`config.mk`:
```
export PLATFORM = sky130hd
export DESIGN_NAME = serial_add_ctrl
export DESIGN_NICKNAME = d
export VERILOG_FILES = /design/src/rtl/serial_add_ctrl.sv
export SDC_FILE = /design/constraint.sdc
export NUM_CORES = 1
export LEC_CHECK = 0
export ABC_CLOCK_PERIOD_IN_PS = 1500
export CORE_MARGIN = 2
export CORE_UTILIZATION = 56
export CTS_CLUSTER_SIZE = 8
export DETAILED_ROUTE_END_ITERATION = 10
export DONT_BUFFER_PORTS = 1
export PLACE_DENSITY = 0.75
export REMOVE_ABC_BUFFERS = 1
export SLEW_MARGIN = 20
export SYNTH_ARGS = -nofsm -noshare
export SYNTH_HDL_FRONTEND = slang
export SYNTH_SLANG_ARGS = --single-unit
export TNS_END_PERCENT = 1
```
`constraint.sdc`:
```
create_clock -name clk -period 1.5 [get_ports clk]
set_input_delay 0.15 -clock clk [delete_from_list [all_inputs] [get_ports clk]]
set_output_delay 0.15 -clock clk [all_outputs]
set_load 0.03 [all_outputs]
```
`src/rtl/serial_add_ctrl.sv`:
```
// Bit-serial adder controller: one full-adder cell sequenced LSB-first over WIDTH cycles.
// Optional subtract mode is enabled by defining SERIAL_ADD_SUB_EN.
module serial_add_ctrl #(
    parameter int WIDTH = 16
) (
    input  logic             clk,
    input  logic             rst_n,
    input  logic             start,
    input  logic [WIDTH-1:0] a,
    input  logic [WIDTH-1:0] b,
    input  logic             cin,
    input  logic             sub,
    output logic             busy,
    output logic             done,
    output logic [WIDTH-1:0] sum,
    output logic             cout,
    output logic             ovf
);

    localparam int CW = (WIDTH > 2) ? $clog2(WIDTH) : 1;
    localparam logic [CW-1:0] LAST_BIT = CW'(WIDTH - 1);

    typedef enum logic [1:0] {
        S_IDLE = 2'd0,
        S_RUN  = 2'd1,
        S_DONE = 2'd2
    } state_t;

    state_t           state_q, state_d;
    logic [WIDTH-1:0] a_q, a_d;
    logic [WIDTH-1:0] b_q, b_d;
    logic [WIDTH-1:0] psum_q, psum_d;
    logic [WIDTH-1:0] sum_q, sum_d;
    logic [CW-1:0]    cnt_q, cnt_d;
    logic             carry_q, carry_d;
    logic             cout_q, cout_d;
    logic             ovf_q, ovf_d;

    logic [WIDTH-1:0] b_in;
    logic             cin_in;
    logic             cell_s;
    logic             cell_c;

`ifdef SERIAL_ADD_SUB_EN
    // Two's-complement subtract: a + ~b + 1, so cin is overridden.
    assign b_in   = sub ? ~b : b;
    assign cin_in = sub | cin;
`else
    logic unused_sub;
    assign unused_sub = sub;
    assign b_in       = b;
    assign cin_in     = cin;
`endif

    assign cell_s = a_q[0] ^ b_q[0] ^ carry_q;
    assign cell_c = (a_q[0] & b_q[0]) | (carry_q & (a_q[0] ^ b_q[0]));

    always_ff @(posedge clk or negedge rst_n) begin
        if (!rst_n) begin
            state_q <= S_IDLE;
            a_q     <= '0;
            b_q     <= '0;
            psum_q  <= '0;
            sum_q   <= '0;
            cnt_q   <= '0;
            carry_q <= 1'b0;
            cout_q  <= 1'b0;
            ovf_q   <= 1'b0;
        end else begin
            state_q <= state_d;
            a_q     <= a_d;
            b_q     <= b_d;
            psum_q  <= psum_d;
            sum_q   <= sum_d;
            cnt_q   <= cnt_d;
            carry_q <= carry_d;
            cout_q  <= cout_d;
            ovf_q   <= ovf_d;
        end
    end

    always_comb begin
        state_d = state_q;
        a_d     = a_q;
        b_d     = b_q;
        psum_d  = psum_q;
        sum_d   = sum_q;
        cnt_d   = cnt_q;
        carry_d = carry_q;
        cout_d  = cout_q;
        ovf_d   = ovf_q;

        case (state_q)
            S_IDLE: begin
                if (start) begin
                    a_d     = a;
                    b_d     = b_in;
                    carry_d = cin_in;
                    psum_d  = '0;
                    cnt_d   = '0;
                    state_d = S_RUN;
                end
            end
            S_RUN: begin
                a_d     = a_q >> 1;
                b_d     = b_q >> 1;
                psum_d  = {cell_s, psum_q[WIDTH-1:1]};
                carry_d = cell_c;
                cnt_d   = cnt_q + CW'(1);
                if (cnt_q == LAST_BIT) begin
                    // carry_q here is the carry into the MSB
                    sum_d   = {cell_s, psum_q[WIDTH-1:1]};
                    cout_d  = cell_c;
                    ovf_d   = carry_q ^ cell_c;
                    cnt_d   = '0;
                    state_d = S_DONE;
                end
            end
            S_DONE: begin
                state_d = S_IDLE;
            end
            default: begin
                state_d = S_IDLE;
            end
        endcase
    end

    assign busy = (state_q == S_RUN);
    assign done = (state_q == S_DONE);
    assign sum  = sum_q;
    assign cout = cout_q;
    assign ovf  = ovf_q;

endmodule

```
### Yosys cells after proc, flatten, opt, wreduce, memory -nomap -nowiden

Index checks and enable logic that the tools add are counted.

* register bits: 73
* input port bits: 37
* output and inout bits: 20

* add/subtract/negate cells: 1
* equality and inequality tests: 5
* muxes and demuxes: 14
* bitwise operators: 6
* reduce and logical (&&, ||, !) cells: 5

Operators by type and width (number)
* $pmux 16 s2: 3
* $mux 16: 3
* $mux 4: 2
* $pmux 4 s2: 1
* $reduce_and 2->1: 3
* $add 4x1->4 const B: 1
* $eq 4x4->1 const B: 1
* $mux 2: 2
* $pmux 2 s2: 1
* $xor 1x1->1: 3
* $and 1x1->1: 2
* $eq 2x1->1 const B: 1
* $eq 2x2->1 const B: 1
* $logic_not 2->1: 1
* $ne 2x1->1 const B: 1
* $ne 2x2->1 const B: 1
* $pmux 1 s2: 1
* $reduce_bool 2->1: 1
* $mux 1: 1
* $or 1x1->1: 1

### Depth between registers and ports, before layout

Gate-level depths: netlist (run 1).

* depth in word-level cells: 4
* gate-level depth with buffers: 7
* mapped depth without buffers: 4

### Worst setup path after synthesis (run 1)

No wires, ideal clock.

* path kind: reg2reg
* start: register cnt_q[0]
* end: register sum_q[10] (netlist: sum[10])
* setup time: 0.125 ns
* arrival: 1.512 ns
* path slack: -0.137 ns
* cell stages (with the launch flop): 7
* period minus slack after synthesis: 1.637 ns
* path through: dfrtp_1 > ha_1 > and3_1 > and2_4 > buf_6 > buf_6 > mux2_4

* cells in the longest elaborated chain, start to end: 2

Ends and longest elaborated chain
* from (decl): line 34 `logic [CW-1:0] cnt_q, cnt_d;`
* from (signal assigned): line 75 `cnt_q <= cnt_d;`
* $eq 4x4->1: line 110 `if (cnt_q == LAST_BIT) begin`
* $reduce_and 2->1 (no line)
* to (signal assigned): line 74 `sum_q <= sum_d;`
* to (decl): line 33 `logic [WIDTH-1:0] sum_q, sum_d;`

No other way between the ends.
A chain may end at the register's enable or synchronous reset.

### Final worst setup path (run 1)

* start: register cnt_q[0]
* end: register sum_q[13] (netlist: sum[13])

The elaborated chain is that of the path after synthesis.

==> results of run 1 <==
==> power by group through the flow <==
stage	Combinational (mW)	Sequential (mW)	Clock, mW
after detailed placement	2.36	3.72	0
after floorplan	1.65	3.62	0
after global placement	2.27	3.68	0
after global routing	2.82	3.78	1.56
final	2.50	3.69	1.45
after CTS	2.39	3.68	1.47
==> layout make-up <==
type	instances	area, sq um	area share, %
Inverter	2	7.507	0.2099
Tap cell	72	90.09	2.519
Clock buffer	11	151.4	4.234
Sequential cell	72	1802	50.38
Multi-Input combinational cell	180	1285	35.93
Timing Repair Buffer	22	201.4	5.633
Clock inverter	5	38.79	1.085
==> synth_stat cells <==
| master | instances |
|---|---|
| a21oi_1 | 26 |
| a22o_1 | 16 |
| a22oi_1 | 21 |
| a31oi_1 | 1 |
| and2_1 | 1 |
| and2_4 | 1 |
| and3_1 | 1 |
| and4b_1 | 1 |
| buf_2 | 3 |
| buf_4 | 1 |
| buf_6 | 4 |
| clkbuf_1 | 14 |
| dfrtp_1 | 72 |
| fa_1 | 1 |
| ha_1 | 1 |
| inv_1 | 2 |
| mux2_2 | 9 |
| mux2_4 | 8 |
| mux2i_1 | 11 |
| nand2_1 | 16 |
| nor2_1 | 1 |
| nor2b_1 | 24 |
| nor2b_4 | 1 |
| o211ai_1 | 1 |
| o21ai_0 | 34 |
| o21bai_1 | 1 |
| o41ai_1 | 1 |
| xnor2_1 | 1 |
==> registers in the layout (all words and copies together), names as in the netlist <==
| signal | flops |
|---|---|
| a_q | 16 |
| b_q | 16 |
| carry_q | 1 |
| cnt_q | 4 |
| cout | 1 |
| ovf | 1 |
| psum_q | 15 |
| state_q | 2 |
| sum | 16 |
==> worst paths after layout <==
kind	end	slack [ps]	from	cells past startpoint
max in group asynchronous	state_q[0]	1880	rst_n	0
min reg2reg	a_q[6]	480	a_q[6]	2
min in group clk	b_q[8]	10	b[8]	2
max reg2reg	sum[13]	10	cnt_q[0]	4
min	psum_q[4]	-510	rst_n	0
max	sum[13]	10	cnt_q[0]	4
==> per-layer routing <==
layer | vias to the layer above | GRT usage (%) | part of all wire, %
li1 | 1014 | - | -
met1 | 1095 | 28.83 | 47
met2 | 44 | 30.34 | 47
met3 | 10 | 5.317 | 4.4
met4 | 0 | 9.310 | 1.4
met5 | - | 0 | 0
==> kinds of logic after synthesis <==
group | share of synthesized area (%)
fa+ha+maj | 1.020
buf+inv | 4.001
mux | 10.40
compound gates | 19.69
flops | 56.49
xor+xnor | 0.2747
simple gates | 8.121
==> stage by stage <==
| stage | total power, mW | cells | setup TNS, ps | hold slack, ps |
|---|---|---|---|---|
| floorplan | 5.268 | 252 | -52110 | -145.6 |
| global placement | 5.945 | 344 | 0 | -144.0 |
| detailed placement | 6.080 | 344 | -274.2 | -143.6 |
| CTS | 7.545 | 360 | -305.5 | -514.1 |
| global route | 8.161 | 364 | -209.3 | -526.9 |
| finish | 7.629 | 364 | 0 | -509.0 |
==> worst max-delay path: stages, from the launching register on <==
cell and delay [ps]:
dfrtp_1 390, ha_1 220, and3_2 220, and2_4 230, mux2_4 310
==> repair_timing <==
action	4_1_cts	5_1_grt
cloned	0	2
setup buffers	0	2
gates resized for setup	1	9
hold endpoints to repair	72	72
pin swaps	0	1
endpoints found under the setup margin	11	35
==> impl_results.md, run 1 <==
- CTS buffer count: 9
- DRT Pass-1 Iters: 4
- Starting density of the core: 57.92%
- Die Area: 0.006315 sq mm
- Port Buffers: 0
- Crit. End Element: flip-flop
- Vert. Die Dim: 79.47 um
- IR Drop Worst-Case VDD: 0.0009405 V
- Failing checks: negative hold slack
- Filler cells: 439
- Flop pwr share: 48.3%
- Post-synthesis cell area: 0.003189 sq mm
- Post-Place Setup Slack: -40.25 ps
- Final period util: 99.08%
- Drt wl/cell: 17.29 um
- Ports: 57
- Dominant cell type by area after synthesis: dfrtp_1
- Largest net degree at the start of global routing: 73
- Synth area leaders: dfrtp_1 (56%), o21ai_0 (5.3%), a22oi_1 (4.9%)
- Sink Count: 72
- RSZ-0062 raised after global routing: yes
- Synth unique cells: 28
- Clock Power Share: 18.9%
- Max_cap viols: 0
- Tightest Pin Transition: 418.4 ps
- Most frequent cells in the layout: dfrtp_1 (72), o21ai_0 (34), a21oi_1 (26), nor2b_1 (23), a22oi_1 (21)
- Die Width: 79.47 um
- Post-layout util: 64.94%
- Number of global-route vias before repair: 2070
- Fmax: 0.6729 GHz
- Final hold violations: 72
- Synth warn: 0
- Seq/Total Area, Yosys: 56.49%
- Cell internal pwr: 4.789 mW
- DR DRC count: 0
- Crit-path max FO: 9
- Antenna violations before repair: 0
- Hpwl dp: 3.868 mm
- Commonest non-fill, non-tap cell in the layout: dfrtp_1
- GPL Wtd Cong: 0.7795
- Min-delay worst type: input port to asynchronous set/reset pin
- Fin. max-slew vios: 0
- Synth Instances: 274
- Inserted Diodes: 0
- Num rows: 27
- Smallest setup slack after layout: 13.79 ps
- Total gr overflow: 0
- Largest buffer count on any clock path: 2
- Setup violators final: 0
- Clk_skew: 7.959 ps
- Crit path launch type: flip-flop
- Core Region: 0.005507 sq mm
- Flops & latches, synth: 72
- DRT iter0 DRCs: 213
- Routed Antenna Nets: 0
- Placed Instance Area: 0.003326 sq mm
- Layout net count: 326
- Final Hold Slack: -509.0 ps
- Final instance area: 0.003576 sq mm
- Yosys top cell area share: 56.49%
- Syn_area_per_cell: 11.64 sq um
- Comb power frac: 32.8%
- Via Count: 2163
- Area grow syn2layout: 12.12%
- Status: finished with violations
- Min Tclk post-route: 1486 ps
- Switching power: 2.840 mW
- Clk slew on worst S/H paths: 80 ps
- Switch share: 37.22%
- WP data required: 1730 ps
- Data arrival, critical path: 1710 ps
- Ratio of cells with drive above 1 in the final layout: 21.23%
- H-Tree Depth: 3
- WL final: 6.293 mm
- Pwr dens: 2133 mW/mm^2
- CTS tree: yes
- Leakage Power: 1.664 nW
- Clock latency on the worst-skew pair: 340 ps
- CTS root buffer: clkbuf_8
- Worst slew margin: 72.09%
- Kind of critical path: flip-flop to flip-flop
- Gr usage total: 20.63%
- Post-DR vias/cell: 5.942
- First-pass GRT wire length: 10.08 mm
Power figures use the tool's default switching activity.
==> inputs of run 2 (changes only) <==
- CELL_PAD_IN_SITES_DETAIL_PLACEMENT: unset -> 0
- CELL_PAD_IN_SITES_GLOBAL_PLACEMENT: unset -> 1
- CORE_UTILIZATION: 56 -> 35
- PLACE_DENSITY: 0.75 -> 0.62
- TNS_END_PERCENT: 1 -> 20
==> impl_results.md, run 2 (synthesized netlist as in run 1, its figures left out) <==
- Placed insts: 375
- Fmax: 0.6742 GHz
- Min-delay worst type: input port to asynchronous set/reset pin
- CP Launch Point: cnt_q[1]
- Antenna violations before repair: 0
- Gr usage total: 14.68%
- Post-Place Setup Slack: -14.30 ps
- Pwr dens: 1995 mW/mm^2
- DRT iter0 DRCs: 112
- Status: finished with violations
- Final Hold Slack: -524.4 ps
- Smallest setup slack after layout: 16.86 ps
- Routed Antenna Nets: 0
- Hpwl dp: 3.952 mm
- Post-DR vias/cell: 5.181
- Ratio of cells with drive above 1 in the final layout: 21.60%
- Kind of critical path: flip-flop to flip-flop
- Clk_skew: 13.01 ps
- WL final: 7.021 mm
- Total power draw: 8.130 mW
- Die Area: 0.009892 sq mm
- GPL Wtd Cong: 0.7177
- Port Buffers: 0
- Worst reg2reg path depth: 5
- WP data required: 1740 ps
- Clk slew on worst S/H paths: 90 ps
- Hold buffers post-CTS: 26
- Crit. End Element: flip-flop
- Largest net degree at the start of global routing: 73
- Final Instance Count excl. Fillers: 432
- Sum Neg Setup Slack: 0 ps
- Crit path buffers/inverters: 1
- IR Drop Worst-Case VDD: 0.0005556 V
- Vert. Die Dim: 99.46 um
- Failing checks: negative hold slack
- Final period util: 98.88%
- Final instance area: 0.004075 sq mm
- CTS buffer count: 9
- Num rows: 34
- Worst slew margin: 77.36%
- H-Tree Depth: 3
- Drt wl/cell: 16.25 um
- Crit-path max FO: 7
- Tightest Pin Transition: 339.7 ps
- Via Count: 2238
- CP cell instances: ha_2 > and3_4 > and2_4 > buf_12 > mux2_2
- Most frequent cells in the layout: dfrtp_1 (71), o21ai_0 (34), a21oi_1 (26), dlygate4sd3_1 (26), nor2b_1 (23)
- Starting density of the core: 36.39%
- Max incr delay on CP: 360 ps
- Clock latency on the worst-skew pair: 350 ps
- Inserted Diodes: 0
- Placed Instance Area: 0.003373 sq mm
- Leakage Power: 1.852 nW
- Max_cap viols: 0
- Ports: 57
- Area grow syn2layout: 27.78%
- DRT Pass-1 Iters: 4
- Data arrival, critical path: 1730 ps
- CP delay by family, top: simple AND/OR/NAND/NOR gates
- Number of global-route vias before repair: 2214
- Min Tclk post-route: 1483 ps
- Crit Reg-Reg Startpoint: cnt_q[1]
- DR DRC count: 0
- Total gr overflow: 0
- Fin. max-slew vios: 0
- Sink Count: 72
- RSZ-0062 raised after global routing: yes
- Crit path launch type: flip-flop
- Setup violators final: 0
- Post-layout util: 46.50%
- CP max-delay cell: dfrtp_1
- Core Region: 0.008763 sq mm
- Layout net count: 358
- Stages on worst setup path: 5
- Final hold violations: 72
- Largest buffer count on any clock path: 2
- CTS root buffer: clkbuf_8
- Die Width: 99.46 um
- CTS tree: yes
- Commonest non-fill, non-tap cell in the layout: dfrtp_1
- First-pass GRT wire length: 11.38 mm
-- run 2: area by class of cell --
class,instances,area [sq um]
clock buffer,9,123.9
multi-input combinational,178,1300
clock inverter,7,77.57
timing repair buffer,56,628.1
inverter,2,7.507
fill,824,4688
tap,108,135.1
sequential,72,1803
-- run 2: final timing paths --
path / endpoint / slack [ps]
setup / recovery: sum[5] / 20
hold / removal: sum[0] / -520
setup reg to reg: sum[5] / 20
hold reg to reg: b_q[4] / 480
max in group asynchronous: psum_q[15] / 1900
min in group clk: a_q[4] / 20
-- run 2: report_power, final --
group	total (mW)	internal, mW	switching [mW]
logic	2.88	1.70	1.19
registers	3.68	2.72	0.955
clock network	1.57	0.782	0.786
-- run 2: repair_timing --
item / CTS / global route
gates cloned: 1 / 2
pin swaps: 0 / 1
endpoints found under the setup margin: 10 / 19
gates resized for setup: 1 / 11
buffers inserted: 1 / 11
hold endpoints to repair: 98 / 72
-- run 2: layer usage --
| metal | global-route usage, % | routed length (um) |
|---|---|---|
| met1 | 20.12 | 3368 |
| met2 | 21.47 | 3260 |
| met3 | 4.849 | 298 |
| met4 | 6.006 | 93 |
| met5 | 0 | 0 |
